===== config.mk =====
export PLATFORM = sky130hd
export DESIGN_NAME = decode_queue
export DESIGN_NICKNAME = d
export VERILOG_FILES = /design/src/rtl/decode_queue.sv
export SDC_FILE = /design/constraint.sdc
export NUM_CORES = 1
export LEC_CHECK = 0
export CAP_MARGIN = 10
export CORE_MARGIN = 3
export CORE_UTILIZATION = 40
export CTS_BUF_LIST = sky130_fd_sc_hd__clkbuf_4 sky130_fd_sc_hd__clkbuf_8
export DETAILED_ROUTE_END_ITERATION = 6
export GPL_TIMING_DRIVEN = 0
export PLACE_DENSITY_LB_ADDON = 0.15
export REMOVE_ABC_BUFFERS = 1
export SYNTH_ARGS = -nofsm -noshare
export SYNTH_HDL_FRONTEND = slang
export SYNTH_SLANG_ARGS = --single-unit

===== constraint.sdc =====
create_clock -name clk -period 10.8 [get_ports clk]
set_clock_uncertainty 0.1 [all_clocks]
set_input_delay 3.24 -clock clk [delete_from_list [all_inputs] [get_ports clk]]
set_output_delay 3.24 -clock clk [all_outputs]
set_load 0.01 [all_outputs]

===== src/rtl/decode_queue.sv =====
`default_nettype none
// ============================================================================
//  Module   : decode_queue
//  Brief    : Elastic valid/ready queue between decode and rename. Holds up
//             to DEPTH payloads with full push+pop throughput, a synchronous
//             flush for branch mispredict, an occupancy count and an
//             almost-full early-stall hint for fetch.
//  Revision : 1.0 - initial release, successor to the single-entry skid buffer
// ============================================================================
module decode_queue #(
    parameter int DATA_W   = 128,
    parameter int DEPTH    = 8,
    parameter int AFULL_TH = 6
) (
    input  logic                       clk,
    input  logic                       reset,
    input  logic                       flush,
    input  logic                       valid_in,
    output logic                       ready_in,
    input  logic [DATA_W-1:0]          data_in,
    output logic                       valid_out,
    input  logic                       ready_out,
    output logic [DATA_W-1:0]          data_out,
    output logic [$clog2(DEPTH):0]     count,
    output logic                       almost_full,
    output logic                       empty
);

    localparam int c_PTR_W = $clog2(DEPTH);
    localparam int c_CNT_W = c_PTR_W + 1;

    localparam logic [c_CNT_W-1:0] c_DEPTH_CNT = c_CNT_W'(DEPTH);
    localparam logic [c_CNT_W-1:0] c_AFULL_CNT = c_CNT_W'(AFULL_TH);

    // Storage is deliberately left out of reset; validity is tracked by count.
    logic [DATA_W-1:0]  mem_q [DEPTH];

    logic [c_PTR_W-1:0] head_q, head_d;
    logic [c_PTR_W-1:0] tail_q, tail_d;
    logic [c_CNT_W-1:0] count_q, count_d;

    logic               w_push;
    logic               w_pop;

    // Status outputs depend only on registered state, so neither handshake
    // side sees a combinational path from the other side.
    assign ready_in    = (count_q != c_DEPTH_CNT);
    assign valid_out   = (count_q != '0);
    assign empty       = (count_q == '0);
    assign almost_full = (count_q >= c_AFULL_CNT);
    assign count       = count_q;
    assign data_out    = mem_q[head_q];

    // Flush wins: a push or pop requested in the flush cycle is dropped.
    assign w_push = valid_in  & ready_in  & ~flush;
    assign w_pop  = valid_out & ready_out & ~flush;

    // Next-state for pointers and occupancy; pointers wrap naturally since
    // DEPTH is a power of two.
    always_comb begin
        head_d  = head_q;
        tail_d  = tail_q;
        count_d = count_q;
        if (flush) begin
            head_d  = '0;
            tail_d  = '0;
            count_d = '0;
        end else begin
            if (w_push) begin
                tail_d = tail_q + c_PTR_W'(1);
            end
            if (w_pop) begin
                head_d = head_q + c_PTR_W'(1);
            end
            case ({w_push, w_pop})
                2'b10:   count_d = count_q + c_CNT_W'(1);
                2'b01:   count_d = count_q - c_CNT_W'(1);
                default: count_d = count_q;
            endcase
        end
    end

    // Control state, cleared asynchronously so the queue empties immediately.
    always_ff @(posedge clk or posedge reset) begin
        if (reset) begin
            head_q  <= '0;
            tail_q  <= '0;
            count_q <= '0;
        end else begin
            head_q  <= head_d;
            tail_q  <= tail_d;
            count_q <= count_d;
        end
    end

    // Payload write at the tail on an accepted push.
    always_ff @(posedge clk) begin
        if (w_push) begin
            mem_q[tail_q] <= data_in;
        end
    end

endmodule
`default_nettype wire


==> impl_metrics.env, run 1 <==
export IMPL_power_frac_seq_pct=46.1
export IMPL_grt_pass1_vias=19462
export IMPL_fmax_mhz=131.6
export IMPL_dp_hpwl_mm=49.84
export IMPL_hp_class="reg -> reg"
export IMPL_coreArea_um2=95720
export IMPL_r2r_cells=7
export IMPL_fin_util_pct=49.99
export IMPL_multi_input_area_um2=7687
export IMPL_ctsHoldBuffers=0
export IMPL_finalHoldViolCount=0
export IMPL_final_layout_size_suffix_gt1_share_pct=34.58
export IMPL_syn_instance_count=1558
export IMPL_postLayoutCellArea_um2=47850
export IMPL_finalCriticalPeriod_ns=7.598
export IMPL_yosysTopAreaCell="edfxtp_1"
export IMPL_final_cell_mix="edfxtp_1 (1024), clkdlybuf4s50_1 (268), mux4_2 (256)"
export IMPL_num_vias=17590
export IMPL_relSlewSlack_pct=34.66
export IMPL_cts_htree_levels=4
export IMPL_critPathCaptureType="primary output"
export IMPL_r2r_slack_ns=7.26
export IMPL_area_growth_pct=22.81
export IMPL_synth_edf_count=1024
export IMPL_status="finished clean"
export IMPL_rows=113
export IMPL_tightest_slew_ns=0.9778
export IMPL_setup_violations=0
export IMPL_cts_sinks=1034
export IMPL_ys_warn_count=0
export IMPL_drv_slew=0
export IMPL_yosysSeqAreaShare_pct=79.57
export IMPL_p_clk_share_pct=32.1
export IMPL_clock_latency_ns=0.81
export IMPL_cts_buffer_depth=3
export IMPL_holdWs_ns=0.5226
export IMPL_powerDensity_nw_per_um2=210.4
export IMPL_io_pins=269
export IMPL_synth_area_top_cells="edfxtp_1 (79%), mux4_2 (15%), mux2_2 (3.7%)"
export IMPL_drcViolationCount=0
export IMPL_final_common_cell="edfxtp_1"
export IMPL_r2r_start="count[1]$_DFFE_PP0P_"
export IMPL_wl_mm=82.11
export IMPL_drt_iter0_markers=1136
export IMPL_cts_root_buffer="clkbuf_8"
export IMPL_grt_pass1_wl_mm=123.4
export IMPL_p_total_uw=10070
export IMPL_grt_usage_pct=16.40
export IMPL_async_flop_share_pct=0.9671
export IMPL_ir_drop_uv=129.1
export IMPL_cts_resized=0
export IMPL_fp_dieH_um=318.1
export IMPL_globalplace_congestion=0.6833
export IMPL_cp_max_fo=40
export IMPL_seq_area_um2=31010
export IMPL_p_switching_uw=2475
export IMPL_syn_area_um2=38960
export IMPL_wl_per_cell_um=24.09
export IMPL_firstDrtPassIters=4
export IMPL_path_class="reg -> out"
export IMPL_initial_utilization_pct=40.70
export IMPL_synth_cell_types=34
export IMPL_synth_top_cell_area_share_pct=78.93
export IMPL_crit_path_start_kind="register"
export IMPL_crit_required_ns=7.46
export IMPL_synth_area_per_cell_um2=25.01
export IMPL_rsz0062_at_grt="false"
export IMPL_cts_clk_slew_worst_paths_ns=0.06
export IMPL_drv_cap=0
export IMPL_p_int_uw=7591
export IMPL_io_buffers=268
export IMPL_detail_route_antenna_nets=0
export IMPL_num_fill_cells=7597
export IMPL_die_x_um=318.1
export IMPL_switching_share_pct=24.59
export IMPL_comb_power_share_pct=21.8
export IMPL_nNetsFinal=2148
export IMPL_grt_antenna_before_repair=10
export IMPL_cts_tree="done"
export IMPL_dominantRegCellSynth="edfxtp_1"
export IMPL_dieArea_um2=101200
export IMPL_cp_arrival_ns=4.26
export IMPL_tns_ns=0
export IMPL_yosys_register_bits=1034
export IMPL_r2r_end="mem_q[2][67]$_DFFE_PP_"
export IMPL_cellLeakagePower_uw=0.01485
export IMPL_viasPerCell=5.161
export IMPL_postPlaceCellArea_um2=44600
export IMPL_cts_buffers=169
export IMPL_cts_setup_buffers=0
export IMPL_grt_ovfl_total=0
export IMPL_post_route_period_util_pct=70.35
export IMPL_crit_path_end="data_out[37]"
export IMPL_cp_startpoint="head_q[0]$_DFFE_PP0P_"
export IMPL_grt_max_degree=59
flip-flops by register name, indices dropped and copies added, names as in the netlist:
register  flops
count         4
mem_q      1024
head_q        3
tail_q        3
how the worst min path moves through the flow:
stage | slack (ns) | from | to | cells past startpoint
3_5_place_dp | 0.51 | tail_q[0]$_DFFE_PP0P_ | tail_q[0]$_DFFE_PP0P_ | 2
4_1_cts | 0.53 | tail_q[0]$_DFFE_PP0P_ | tail_q[0]$_DFFE_PP0P_ | 2
6_report | 0.52 | tail_q[0]$_DFFE_PP0P_ | tail_q[0]$_DFFE_PP0P_ | 2
3_3_place_gp | 0.46 | tail_q[0]$_DFFE_PP0P_ | tail_q[0]$_DFFE_PP0P_ | 2
2_1_floorplan | 0.45 | tail_q[0]$_DFFE_PP0P_ | tail_q[0]$_DFFE_PP0P_ | 2
5_1_grt | 0.56 | tail_q[1]$_DFFE_PP0P_ | tail_q[1]$_DFFE_PP0P_ | 2
synthesized netlist by cell type (all sizes together), types with 3 or more instances:
cell type  instances
a211oi             3
xnor2              3
xor2               3
clkbuf            43
mux2             128
edfxtp          1024
mux2i              3
nor3               3
nor2              14
nand2              5
ha                 4
nand3              4
dfrtp             10
mux4             256
buf               32
a21oi              5
worst max-delay path, stage by stage (launching register included):
cell             delay [ns]
dfrtp_4                0.95
buf_16                 0.33
buf_16                 0.33
buf_16                 0.34
mux4_2                 0.56
mux2_2                 0.28
clkdlybuf4s50_1        0.55
routing by layer:
layer | wire length, um | GRT usage [%]
met3 | 4832 | 4.728
met2 | 40800 | 26.81
met5 | 69 | 0
met1 | 34760 | 21.45
met4 | 1640 | 4.906
cell type report:
| class | count | area share [%] |
|---|---|---|
| Inverter | 2 | 0.01569 |
| Tap cell | 1265 | 3.308 |
| Clock buffer | 235 | 5.936 |
| Timing Repair Buffer | 356 | 9.003 |
| Clock inverter | 63 | 0.8263 |
| Sequential cell | 1034 | 64.81 |
| Multi-Input combinational cell | 447 | 16.07 |
| Antenna cell | 6 | 0.03138 |
power groups by stage:
| stage | Sequential, uW | Clock (uW) | Combinational [uW] |
|---|---|---|---|
| 6_report | 4640 | 3240 | 2190 |
| 5_1_grt | 4650 | 3550 | 2360 |
| 4_1_cts | 4640 | 3370 | 2260 |
| 3_5_place_dp | 4730 | 0 | 2250 |
| 3_3_place_gp | 5110 | 0 | 2500 |
| 2_1_floorplan | 4940 | 0 | 1550 |
kinds of logic (layout without fill, tap and decap cells):
group / count (synthesis) / in the layout / synth area share [%]
multiplexers: 387 / 387 / 18.58
AO/OA/AOI/OAI: 13 / 13 / 0.2344
XOR/XNOR: 6 / 6 / 0.1349
buffers and inverters: 77 / 656 / 0.8414
other: 0 / 6 / 0
flip-flops: 1034 / 1034 / 79.57
adder cells (fa/ha/maj): 5 / 5 / 0.1799
AND/OR/NAND/NOR: 36 / 36 / 0.4657
through the flow:
step	std cells	setup slack, ns
6_report	3408	3.202
3_5_place_dp	3104	3.920
3_3_place_gp	3016	-14.20
4_1_cts	3402	2.960
2_1_floorplan	1483	-3.241
5_1_grt	3406	2.836
Power figures use the tool's default switching activity.
==> run 2: changes to the inputs <==
clock period = 7.35 ns   (was 10.8 ns; I/O delays follow)
==> results of run 2 <==
Same layout as run 1 (identical final DEF). Status: finished clean.
Main changes from that run: setup slack after placement 3.920 ns -> 1.505 ns; setup slack after layout 3.202 ns -> 0.7871 ns; register-to-register setup slack 7.26 ns -> 3.81 ns; total power 10070 uW -> 14790 uW; worst IR drop on VDD 129.1 uV -> 189.7 uV
==> run 3: changes to the inputs <==
DONT_BUFFER_PORTS = 1   (was unset)
==> run 3 against run 2 <==
Compared with the run above:
- global-route usage is 0.16 points higher
- largest cell class unchanged
- combinational power is 21% lower
- non-clock buffer count is 264 lower
- largest power group unchanged
- clock-buffer cell count is 8 lower
==> impl_metrics.env, run 3 (synthesis gave the netlist of run 1 again) <==
export IMPL_status="finished clean"
export IMPL_relSlewSlack_pct=31.38
export IMPL_detail_route_antenna_nets=0
export IMPL_num_fill_cells=7774
export IMPL_postPlaceCellArea_um2=42010
export IMPL_area_growth_pct=16.45
export IMPL_cp_max_fo=37
export IMPL_grt_ovfl_total=0
export IMPL_grt_max_degree=57
export IMPL_worstPathCellList="buf_16 > buf_16 > buf_16 > mux4_2 > mux2_2"
export IMPL_drcViolationCount=0
export IMPL_cts_buffer_depth=3
export IMPL_finalHoldViolCount=0
export IMPL_nNetsFinal=1886
export IMPL_grt_pass1_vias=18523
export IMPL_holdPathStages=2
export IMPL_cts_tree="done"
export IMPL_crit_path_start_kind="register"
export IMPL_max_stage_delay_ns=0.90
export IMPL_layout_setup_ws_ns=1.372
export IMPL_finalCriticalPeriod_ns=5.978
export IMPL_cts_clk_slew_worst_paths_ns=0.06
export IMPL_firstDrtPassIters=4
export IMPL_dp_hpwl_mm=50.20
export IMPL_post_route_period_util_pct=81.33
export IMPL_drv_slew=0
export IMPL_largest_reg_flops=1024
export IMPL_multi_input_area_um2=7687
export IMPL_die_x_um=318.1
export IMPL_coreArea_um2=95720
export IMPL_io_pins=269
export IMPL_grt_usage_pct=16.56
export IMPL_drt_iter0_markers=987
export IMPL_globalplace_congestion=0.6709
export IMPL_initial_utilization_pct=40.70
export IMPL_postLayoutCellArea_um2=45370
export IMPL_dieArea_um2=101200
export IMPL_top_register="mem_q"
export IMPL_final_layout_size_suffix_gt1_share_pct=40.62
export IMPL_cts_htree_levels=4
export IMPL_cts_sinks=1034
export IMPL_rows=113
export IMPL_rsz0062_at_grt="false"
export IMPL_ir_drop_uv=208.8
export IMPL_path_class="reg -> out"
export IMPL_powerDensity_nw_per_um2=314.7
export IMPL_pre_cts_ws_ns=2.094
export IMPL_cts_resized=0
export IMPL_min_from="tail_q[0]$_DFFE_PP0P_"
export IMPL_viasPerCell=5.283
export IMPL_fmax_mhz=167.3
export IMPL_final_cell_mix="edfxtp_1 (1024), mux4_2 (256), clkbuf_8 (171)"
export IMPL_crit_required_ns=5.05
export IMPL_ctsHoldBuffers=0
export IMPL_r2r_cells=10
export IMPL_grt_antenna_before_repair=3
export IMPL_post_place_cells=2840
export IMPL_fin_util_pct=47.40
export IMPL_final_common_cell="edfxtp_1"
export IMPL_stdcell_count=3150
export IMPL_p_total_uw=14280
export IMPL_seq_area_um2=31010
export IMPL_cp_arrival_ns=3.67
export IMPL_wl_per_cell_um=26.10
export IMPL_cts_buffers=171
export IMPL_r2r_end="mem_q[0][20]$_DFFE_PP_"
export IMPL_tightest_slew_ns=1.016
export IMPL_io_buffers=0
export IMPL_drv_cap=0
export IMPL_fp_dieH_um=318.1
export IMPL_cts_root_buffer="clkbuf_8"
export IMPL_cts_setup_buffers=0
export IMPL_hold_path_endpoint="tail_q[0]$_DFFE_PP0P_"
export IMPL_cellLeakagePower_uw=0.01393
export IMPL_num_vias=16640
export IMPL_r2r_slack_ns=3.47
export IMPL_grt_pass1_wl_mm=123.1
export IMPL_r2r_start="count[0]$_DFFE_PP0P_"
export IMPL_wl_mm=82.22
export IMPL_hp_class="reg -> reg"
export IMPL_setup_violations=0
export IMPL_critPathMostFrequentCell="buf_16"
export IMPL_critPathCaptureType="primary output"
export IMPL_crit_slowest_cell="dfrtp_4"
export IMPL_clock_latency_ns=0.82
==> run 3: worst max path at each step <==
stage | from | end | slack [ns] | cells past startpoint
6_report | head_q[0]$_DFFE_PP0P_ | data_out[99] | 1.37 | 5
5_1_grt | head_q[0]$_DFFE_PP0P_ | data_out[103] | 1.02 | 5
4_1_cts | head_q[0]$_DFFE_PP0P_ | data_out[99] | 1.13 | 5
3_5_place_dp | head_q[0]$_DFFE_PP0P_ | data_out[99] | 2.09 | 5
3_3_place_gp | valid_in | mem_q[0][121]$_DFFE_PP_ | -15.89 | 3
2_1_floorplan | head_q[0]$_DFFE_PP0P_ | data_out[0] | -5.66 | 2
==> run 3: critical path, delay by kind of cell (launching register included) <==
kind     cells  cell delay, ns
buf+inv      3            0.94
flops        1            0.90
mux          2            0.89
==> run 3: layer usage <==
| layer | vias up | share of wire, % | GRT usage (%) |
|---|---|---|---|
| met5 | - | 0 | 0 |
| met4 | 0 | 1.9 | 5.009 |
| met3 | 129 | 7.6 | 6.355 |
| met2 | 426 | 50 | 26.85 |
| met1 | 8959 | 41 | 20.75 |
| li1 | 7126 | - | - |
==> run 3: cell type report <==
type / count / share of cell area (%)
flip-flops and latches: 1034 / 68.36
repair buffers: 92 / 3.787
well taps: 1265 / 3.489
diodes: 4 / 0.02206
inverters: 2 / 0.01655
clock inverters: 79 / 1.271
clock buffers: 227 / 6.114
multi-input cells: 447 / 16.94
==> run 3: power breakdown <==
| group | leakage, uW | total [uW] | internal, uW | switching, uW |
|---|---|---|---|---|
| combinational | 0.00277 | 2540 | 1310 | 1220 |
| clock | 0.00179 | 4930 | 2650 | 2270 |
| sequential | 0.00938 | 6810 | 6690 | 123 |
| total | 0.0139 | 14300 | 10700 | 3620 |
==> run 3: through the flow <==
stage          setup TNS (ns)  hold WS, ns
2_1_floorplan        -2904.64       0.4459
3_3_place_gp                -       0.4696
3_5_place_dp                0       0.4982
4_1_cts                     0       0.5152
5_1_grt                     0       0.5531
6_report                    0       0.5132
